$ cat config.mk
export PLATFORM = sky130hd
export DESIGN_NAME = bp_fpga_host_tx_scheduler
export DESIGN_NICKNAME = d
export VERILOG_FILES = /design/src/rtl/bp_fpga_host_pkg.sv /design/src/rtl/bp_fpga_host_tx_rr_arb.sv /design/src/rtl/bp_fpga_host_tx_scheduler.sv
export SDC_FILE = /design/constraint.sdc
export NUM_CORES = 1
export LEC_CHECK = 0
export BUFFER_PORTS_ARGS = -buffer_cell sky130_fd_sc_hd__buf_2
export CAP_MARGIN = 40
export CORE_AREA = 2 2 139 141
export DETAILED_ROUTE_END_ITERATION = 10
export DIE_AREA = 0 0 141 143
export HOLD_SLACK_MARGIN = 0.02
export PLACE_DENSITY_LB_ADDON = 0.25
export SYNTH_ARGS = -nofsm -noshare
export SYNTH_HDL_FRONTEND = slang
export SYNTH_SLANG_ARGS = --single-unit
$ cat constraint.sdc
create_clock -name clk_i -period 11.1 [get_ports clk_i]
set_input_delay 2.775 -clock clk_i [delete_from_list [all_inputs] [get_ports clk_i]]
set_output_delay 2.775 -clock clk_i [all_outputs]
set_load 0.02 [all_outputs]
$ cat src/rtl/bp_fpga_host_pkg.sv
// Shared NBF definitions for the FPGA host: opcode enum and the packet struct macro.
// Field order keeps the opcode in the low byte so LSB-first serialization emits it first.
`ifndef BP_FPGA_HOST_PKG_SV
`define BP_FPGA_HOST_PKG_SV

`define BP_FPGA_HOST_NBF_S(addr_width_mp, data_width_mp) \
  typedef struct packed { \
    logic [data_width_mp-1:0]                   data; \
    logic [addr_width_mp-1:0]                   addr; \
    bp_fpga_host_pkg::bp_fpga_host_nbf_opcode_e opcode; \
  } bp_fpga_host_nbf_s

package bp_fpga_host_pkg;

  localparam int nbf_opcode_width_gp = 8;

  typedef enum logic [nbf_opcode_width_gp-1:0] {
    e_nbf_putch     = 8'h01,
    e_nbf_core_done = 8'h02,
    e_nbf_error     = 8'h03,
    e_nbf_status    = 8'h10,
    e_nbf_read_resp = 8'h20,
    e_nbf_fence     = 8'hfe,
    e_nbf_finish    = 8'hff
  } bp_fpga_host_nbf_opcode_e;

endpackage

`endif

$ cat src/rtl/bp_fpga_host_tx_rr_arb.sv
// Combinational pick: requester 0 by strict priority, others round-robin from ptr_i.
// force_rr_i lets the round-robin winner pre-empt requester 0 when one exists.
module bp_fpga_host_tx_rr_arb
  import bp_fpga_host_pkg::*;
 #(parameter int num_req_p  = 3
  ,parameter int id_width_p = $clog2(num_req_p)
  )
  (input  logic [num_req_p-1:0]  v_i
  ,input  logic [id_width_p-1:0] ptr_i
  ,input  logic                  force_rr_i
  ,output logic [num_req_p-1:0]  grant_oh_o
  ,output logic [id_width_p-1:0] grant_id_o
  ,output logic                  v_o
  );

  logic                  rr_found;
  logic [id_width_p-1:0] rr_id;
  int                    idx;

  // Walk ptr..N-1 then 1..ptr-1; index 0 never takes part in the rotation.
  always_comb begin
    rr_found = 1'b0;
    rr_id    = '0;
    idx      = 0;
    for (int off = 0; off < num_req_p-1; off++) begin
      idx = ((int'(ptr_i) - 1 + off) % (num_req_p - 1)) + 1;
      if (!rr_found && v_i[idx]) begin
        rr_found = 1'b1;
        rr_id    = id_width_p'(idx);
      end
    end
  end

  always_comb begin
    v_o        = |v_i;
    grant_id_o = (v_i[0] && !(force_rr_i && rr_found)) ? '0 : rr_id;
    grant_oh_o = '0;
    if (v_o)
      grant_oh_o[grant_id_o] = 1'b1;
  end

endmodule

$ cat src/rtl/bp_fpga_host_tx_scheduler.sv
// Arbitrates whole NBF packets from several producers onto one UART TX beat stream.
// Optional starvation guard for requesters 1..N-1: BP_FPGA_HOST_TX_STARVE_GUARD_EN.
module bp_fpga_host_tx_scheduler
  import bp_fpga_host_pkg::*;
 #(parameter int num_req_p        = 3
  ,parameter int nbf_addr_width_p = 40
  ,parameter int nbf_data_width_p = 64
  ,parameter int uart_data_bits_p = 8
  ,parameter int starve_limit_p   = 4
  ,localparam int nbf_width_lp    = 8 + nbf_addr_width_p + nbf_data_width_p
  ,localparam int nbf_beats_lp    = nbf_width_lp / uart_data_bits_p
  ,localparam int id_width_lp     = $clog2(num_req_p)
  )
  (input  logic                                     clk_i
  ,input  logic                                     reset_i
  ,input  logic [num_req_p-1:0][nbf_width_lp-1:0]   nbf_i
  ,input  logic [num_req_p-1:0]                     nbf_v_i
  ,output logic [num_req_p-1:0]                     nbf_yumi_o
  ,output logic [uart_data_bits_p-1:0]              tx_o
  ,output logic                                     tx_v_o
  ,input  logic                                     tx_ready_and_i
  ,output logic                                     busy_o
  ,output logic [id_width_lp-1:0]                   grant_id_o
  );

  `BP_FPGA_HOST_NBF_S(nbf_addr_width_p, nbf_data_width_p);

  localparam int cnt_width_lp = $clog2(nbf_beats_lp);
  localparam logic [0:0] e_idle = 1'b0;
  localparam logic [0:0] e_send = 1'b1;

  logic [0:0]              state_r;
  logic [cnt_width_lp-1:0] cnt_r;
  logic [id_width_lp-1:0]  rr_ptr_r, grant_id_r;
  bp_fpga_host_nbf_s       pkt_r;
  logic [nbf_width_lp-1:0] pkt_flat;

  logic                    beat_acc, last_acc, arb_en, grant_v, force_rr;
  logic [num_req_p-1:0]    arb_oh;
  logic [id_width_lp-1:0]  arb_id;
  logic                    arb_v;

  bp_fpga_host_tx_rr_arb
   #(.num_req_p(num_req_p), .id_width_p(id_width_lp))
   arb
    (.v_i(nbf_v_i)
    ,.ptr_i(rr_ptr_r)
    ,.force_rr_i(force_rr)
    ,.grant_oh_o(arb_oh)
    ,.grant_id_o(arb_id)
    ,.v_o(arb_v)
    );

  assign tx_v_o   = (state_r == e_send);
  assign busy_o   = tx_v_o;
  assign beat_acc = tx_v_o & tx_ready_and_i;
  assign last_acc = beat_acc & (cnt_r == cnt_width_lp'(nbf_beats_lp-1));
  // Arbitrating on the last accepted beat gives back-to-back packets with no bubble.
  assign arb_en   = (state_r == e_idle) | last_acc;
  assign grant_v  = arb_en & arb_v;

  assign nbf_yumi_o = arb_en ? arb_oh : '0;
  assign pkt_flat   = pkt_r;
  assign tx_o       = pkt_flat[cnt_r*uart_data_bits_p +: uart_data_bits_p];
  assign grant_id_o = grant_id_r;

  always_ff @(posedge clk_i) begin
    if (reset_i) begin
      state_r    <= e_idle;
      cnt_r      <= '0;
      rr_ptr_r   <= id_width_lp'(1);
      grant_id_r <= '0;
    end else if (grant_v) begin
      state_r    <= e_send;
      cnt_r      <= '0;
      grant_id_r <= arb_id;
      if (arb_id != '0)
        rr_ptr_r <= (arb_id == id_width_lp'(num_req_p-1)) ? id_width_lp'(1) : arb_id + 1'b1;
    end else if (last_acc) begin
      state_r <= e_idle;
      cnt_r   <= '0;
    end else if (beat_acc) begin
      cnt_r <= cnt_r + 1'b1;
    end
  end

  always_ff @(posedge clk_i)
    if (grant_v)
      pkt_r <= bp_fpga_host_nbf_s'(nbf_i[arb_id]);

`ifdef BP_FPGA_HOST_TX_STARVE_GUARD_EN
  localparam int starve_width_lp = $clog2(starve_limit_p+1);
  logic [starve_width_lp-1:0] starve_cnt_r;

  assign force_rr = (starve_cnt_r >= starve_width_lp'(starve_limit_p));

  // Only requester-0 wins that actually pushed someone else aside count toward starvation.
  always_ff @(posedge clk_i) begin
    if (reset_i)
      starve_cnt_r <= '0;
    else if (grant_v) begin
      if (arb_id != '0)
        starve_cnt_r <= '0;
      else if ((|nbf_v_i[num_req_p-1:1]) && !force_rr)
        starve_cnt_r <= starve_cnt_r + 1'b1;
    end
  end
`else
  assign force_rr = 1'b0;
`endif

endmodule

==> results.ini, run 1 <==
[status]
outcome = completed

[route]
dr.pass1.iters = 5
finalWirelength_um = 19300
wire_per_inst_um = 16.0
vias_per_cell = 4.90
drt_iter0_drc = 386
route.detailed.drc = 0
vias = 5901
ant_nets = 0

[logic_synthesis]
synth_area_per_cell_um2 = 10.6
synthesis.area_mm2 = 0.00667
synth-seq-cells = 121
syn_nets = 972
ys_types = 34
ys_seq_area_frac = 0.531
synth_edf_count = 112
yosysWarningCount = 0
syn-instance-count = 628
async_flop_share = 0
ys.flop_type = edfxtp_1

[clock_tree]
cts_tree = yes
cts-root-buf = clkbuf_16
h-tree-depth = 4
cts_setup_buffers = 0
cts_buffers = 17
clockBufferDepth = 2
clock_latency_ns = 0.41
cts_hold_buf = 0
path_clk_slew_ns = 0.05
cts.sinks = 121
cts_resized = 0

[worst_setup_path]
crit_type = input pin to output port
critical-path-top-delay-family = simple AND/OR/NAND/NOR gates
start_kind = input pin
cpPeakStageDelay_ns = 0.48
startpoint = nbf_v_i[0]
cp.arrival_ns = 4.31
r2r_setup_slack_ns = 8.06
endpoint_kind = output port
r2r-start = cnt_r[0]
crit_chain = buf_2 > nor3_1 > a21o_1 > inv_4 > nand2_1 > inv_1 > buf_2
crit_fanout = 44
critPathRequiredTime_ns = 8.33
cp_num_buf_inv = 4
critPathSlowestCell = nor3_1
cp_common_cell = buf_2

[die]
core-area_mm2 = 0.0186
die_h_um = 143
io_pins = 357
placementRows = 50
die_w_um = 141
start_util = 0.359
dieArea_mm2 = 0.0202

[sta]
min_period_ns = 7.08
worst_hold_slack_ns = 0.523
skew_ns = 0.00631
fmax_mhz = 141
final_max_slew_viol_count = 0
fin_crit_sh = 0.638
hold_viol = 0
setup_viol = 0
relSlewSlack = 0.464
rsz0062_at_grt = false
tightest_slew_ns = 0.802
tns_ns = 0

[final_layout]
fin_cells = 1205
regArea_mm2 = 0.00355
final_nets = 1301
multi_input_area_mm2 = 0.00280
fill_cells = 1763
area_growth_syn_to_layout_pct = 36.4
drive_above_1_share = 0.431

[grt]
grt_pass1_wl_um = 28700
grt_pass1_vias = 5500
groute.usage.overall = 0.188
overflow = 0
grt_antenna_before_repair = 1
grt_max_degree = 68

[power]
cellPowerDensity_mw_per_mm2 = 144
p_leak_nw = 4.19
ir_drop_mv = 0.0922

[placed_design]
gp_congestion = 0.792
port_buffers = 356
dp_hpwl_um = 14700
dp_cells = 1172

[min_path]
worstHoldStart = grant_id_o[0]
hp-class = flop to flop

[job]
cap_violations = 0

worst min-delay path, delay by kind of cell (launching register included):
family	cells	cell delay [ns]
simple gates	1	0.08
compound gates	1	0.07
flops	1	0.32
state kept, by name, summed over array words and instances (netlist names):
signal,flops
cnt_r,4
grant_id_o,2
rr_ptr_r,2
busy_o,1
pkt_flat,112
routing by layer:
| metal | up-vias | share of wire | track usage |
|---|---|---|---|
| met3 | 19 | 0.059 | 0.0409 |
| li1 | 2987 | - | - |
| met2 | 223 | 0.50 | 0.318 |
| met1 | 2672 | 0.42 | 0.241 |
| met5 | - | 0 | 0 |
| met4 | 0 | 0.016 | 0.0611 |
path summary, 6_finish.rpt:
| check | cells past startpoint | endpoint |
|---|---|---|
| worst max-delay path | 7 | nbf_yumi_o[1] |
| worst min-delay path | 2 | grant_id_o[0] |
| worst max register to register | 6 | pkt_flat[47] |
| worst min register to register | 2 | grant_id_o[0] |
synth_stat cells, drive strengths merged, types with 3 or more instances:
master | n | area (um^2)
buf | 37 | 278
edfxtp | 112 | 3360
nor2b | 7 | 43.8
o21ai | 16 | 80.1
nand2 | 233 | 875
nor3 | 3 | 15.0
a21oi | 7 | 35.0
o22ai | 3 | 18.8
a22oi | 112 | 841
dfxtp | 9 | 180
nor2 | 9 | 33.8
mux2i | 19 | 190
mux4 | 21 | 473
clkbuf | 15 | 56.3
inv | 4 | 15.0
o32ai | 3 | 26.3
stage by stage:
stage | setup slack [ns] | power, mW | area, um^2 | util
floorplan | 2.42 | 0.688 | 6670 | -
global placement | 4.06 | 0.782 | 8480 | 0.456
detailed placement | 4.02 | 0.786 | 8510 | 0.458
CTS | 4.01 | 1.32 | 9090 | 0.489
global route | 3.85 | 1.37 | 9090 | 0.489
finish | 4.02 | 1.31 | 9090 | 0.489
where the power goes:
part	leakage [nW]	total, mW	switching, mW	internal [mW]
clock network	0.288	0.536	0.187	0.349
registers	1.18	0.567	0.0153	0.552
logic	2.72	0.206	0.109	0.0979
final cells by class:
cell class | instances | share of cell area
clock inverter | 14 | 0.0172
sequential | 121 | 0.390
clock buffer | 18 | 0.0472
inverter | 4 | 0.00193
antenna | 1 | 0.000275
tap | 234 | 0.0322
multi-input combinational | 451 | 0.308
timing repair buffer | 362 | 0.203
cells in the final DEF, fill, tap and decap left out, types with 5 or more instances in the layout:
master       n
o21ai_0      8
a22oi_1    112
clkinv_2     5
clkbuf_16   17
nor2b_1      7
mux2i_1     19
dfxtp_1      7
mux4_2      21
o21ai_1      8
nand2_1    233
buf_4        5
edfxtp_1   112
buf_2      356
nor2_1       9
a21oi_1      7
cell families after synthesis:
group,after synthesis,synth area share
fa+ha+maj,2,0.00375
simple gates,260,0.153
flops,121,0.531
compound gates,146,0.156
buf+inv,56,0.0524
xor+xnor,3,0.00394
mux,40,0.0995
Power figures use the tool's default switching activity.
==> run 2, diff against run 1 <==
--- a/config.mk
+++ b/config.mk
@@ -5,11 +5,12 @@
 export SDC_FILE = /design/constraint.sdc
 export NUM_CORES = 1
 export LEC_CHECK = 0
+export ABC_AREA = 1
 export BUFFER_PORTS_ARGS = -buffer_cell sky130_fd_sc_hd__buf_2
 export CAP_MARGIN = 40
-export CORE_AREA = 2 2 139 141
+export CORE_AREA = 2 2 137 139
 export DETAILED_ROUTE_END_ITERATION = 10
-export DIE_AREA = 0 0 141 143
+export DIE_AREA = 0 0 139 141
 export HOLD_SLACK_MARGIN = 0.02
 export PLACE_DENSITY_LB_ADDON = 0.25
 export SYNTH_ARGS = -nofsm -noshare
==> constraint.sdc (replaced) <==
create_clock -name clk_i -period 6.45 [get_ports clk_i]
set_input_delay 1.6125 -clock clk_i [delete_from_list [all_inputs] [get_ports clk_i]]
set_output_delay 1.6125 -clock clk_i [all_outputs]
set_load 0.02 [all_outputs]
==> run 2 against run 1 <==
Net effect:
- synthesized cell count up 43%
- area after synthesis up 6.0%
- clock power up 74%
- non-clock buffer count up 6
- clock skew down 0.00089 ns
- via count up 30%
- utilization up 3.2 points
- power up 80%
- combinational power up 110%
==> results.ini, run 2 <==
[logic_synthesis]
synth-seq-cells = 121
yosysWarningCount = 0
syn-instance-count = 901
synth_top_area_share = 0.476
synth.most_common_cell = nand2_1
synthesis.area_mm2 = 0.00707
ys_types = 28
synth_common_cells = 271 x nand2_1, 238 x nand3_1, 112 x edfxtp_1
syn_nets = 1245
yosys-top-cells-area = edfxtp_1 48%, nand3_1 17%, nand2_1 14%, o21ai_0 4.5%, nor2_1 3.7%
ys.flop_type = edfxtp_1
synth_edf_count = 112
synth_top_area_cell = edfxtp_1
ys_seq_area_frac = 0.502
async_flop_share = 0
synth_area_per_cell_um2 = 7.84

[worst_setup_path]
crit_type = input pin to output port
endpoint_kind = output port
startpoint = nbf_v_i[1]
start_kind = input pin
critPathRequiredTime_ns = 4.84
crit_fanout = 43
r2r-start = cnt_r[0]
cp.arrival_ns = 3.08

[final_layout]
drive_above_1_share = 0.331
final_common_cell = buf_2
largest_reg_flops = 112
final_nets = 1562
fin_cells = 1465
fill_cells = 1791
area_growth_syn_to_layout_pct = 34.9
antennaDiodeCount = 0
most-common-layout-cells = 356 x buf_2, 271 x nand2_1, 238 x nand3_1, 112 x edfxtp_1, 69 x nor2_1

[clock_tree]
h-tree-depth = 4
cts-root-buf = clkbuf_16
cts_hold_buf = 0
path_clk_slew_ns = 0.06
clock_latency_ns = 0.42
cts_tree = yes
cts_buffers = 17
cts.sinks = 121
clockBufferDepth = 2
cts_resized = 0
cts_setup_buffers = 0

[sta]
rsz0062_at_grt = false
tns_ns = 0
setup_viol = 0
final_max_slew_viol_count = 0
hold_viol = 0
tightest_slew_ns = 0.841
fmax_mhz = 213
fin_crit_sh = 0.727
relSlewSlack = 0.440
skew_ns = 0.00542
min_period_ns = 4.69

[power]
p_comb_frac = 0.181
switching_share = 0.276
pwr-share-seq = 0.423
clock_power_share = 0.396
p_sw_mw = 0.651
power.internal_mw = 1.70
p_leak_nw = 4.41
ir_drop_mv = 0.133
cellPowerDensity_mw_per_mm2 = 247

[placed_design]
gp_congestion = 0.840
dp_cells = 1433
port_buffers = 356
dp_hpwl_um = 18100

[route]
wire_per_inst_um = 16.8
finalWirelength_um = 24600
vias = 7653
vias_per_cell = 5.22
ant_nets = 0
route.detailed.drc = 0
dr.pass1.iters = 5
drt_iter0_drc = 556

[grt]
groute.usage.overall = 0.243
grt_max_degree = 73
grt_pass1_wl_um = 37300
grt_antenna_before_repair = 0
overflow = 0
grt_pass1_vias = 7182

[die]
die_w_um = 139
io_pins = 357
placementRows = 50
die_h_um = 141
start_util = 0.387
dieArea_mm2 = 0.0196
core-area_mm2 = 0.0183

[status]
outcome = completed

[min_path]
worstHoldStart = grant_id_o[1]
hp-class = flop to flop

[job]
cap_violations = 0

-- run 2: final timing paths --
kind | end | slack, ns | cells past startpoint
worst max-delay path | nbf_yumi_o[0] | 1.76 | 9
worst min-delay path | grant_id_o[1] | 0.47 | 2
worst max register to register | pkt_flat[17] | 2.87 | 8
worst min register to register | grant_id_o[1] | 0.47 | 2
-- run 2: worst max-delay path, cell delays in order --
cell and delay [ns]:
buf_2 0.12, nand2_1 0.10, nand2_1 0.06, nand2_1 0.08, nand2_1 0.08, nand2_1 0.12
nand3_4 0.40, and3_1 0.32, buf_2 0.15
-- run 2: logic make-up (layout without fill, tap and decap cells) --
family | count (synthesis) | after routing | synth area share
adders and majority gates | 2 | 2 | 0.00354
AOI/OAI and AO/OA | 98 | 98 | 0.0772
xor gates and xnor gates | 1 | 1 | 0.00124
and+or+nand+nor | 589 | 589 | 0.359
DFF | 121 | 121 | 0.502
buffers and inverters | 90 | 420 | 0.0572
-- run 2: stage by stage --
stage	area [um^2]	util	total power [mW]	hold slack, ns	setup slack, ns
2_1_floorplan	7070	-	1.23	0.509	0.741
3_3_place_gp	8900	0.487	1.43	0.440	1.76
3_5_place_dp	8950	0.490	1.44	0.465	1.75
4_1_cts	9530	0.522	2.37	0.481	1.75
5_1_grt	9530	0.522	2.45	0.531	1.60
6_report	9530	0.522	2.35	0.475	1.76
-- run 2: per-layer routing --
metal,track usage,part of all wire,vias to the layer above
li1,-,-,3748
met1,0.309,0.41,3499
met2,0.416,0.50,373
met3,0.0537,0.075,33
met4,0.0723,0.016,0
met5,0,0,-
-- run 2: cell type report --
class	instances	area [um^2]	area share
Tap cell	234	293	0.0307
Clock inverter	15	154	0.0161
Timing Repair Buffer	368	1900	0.199
Clock buffer	17	425	0.0446
Inverter	20	77.6	0.00814
Sequential cell	121	3540	0.372
Multi-Input combinational cell	690	3140	0.329
-- run 2: power by group through the flow --
stage          Combinational (mW)  Sequential [mW]  Clock, mW
4_1_cts                     0.429            0.996      0.943
2_1_floorplan               0.235            0.999          0
3_5_place_dp                0.427             1.01          0
3_3_place_gp                0.420             1.01          0
5_1_grt                     0.478             1.00      0.973
6_report                    0.425            0.996      0.932
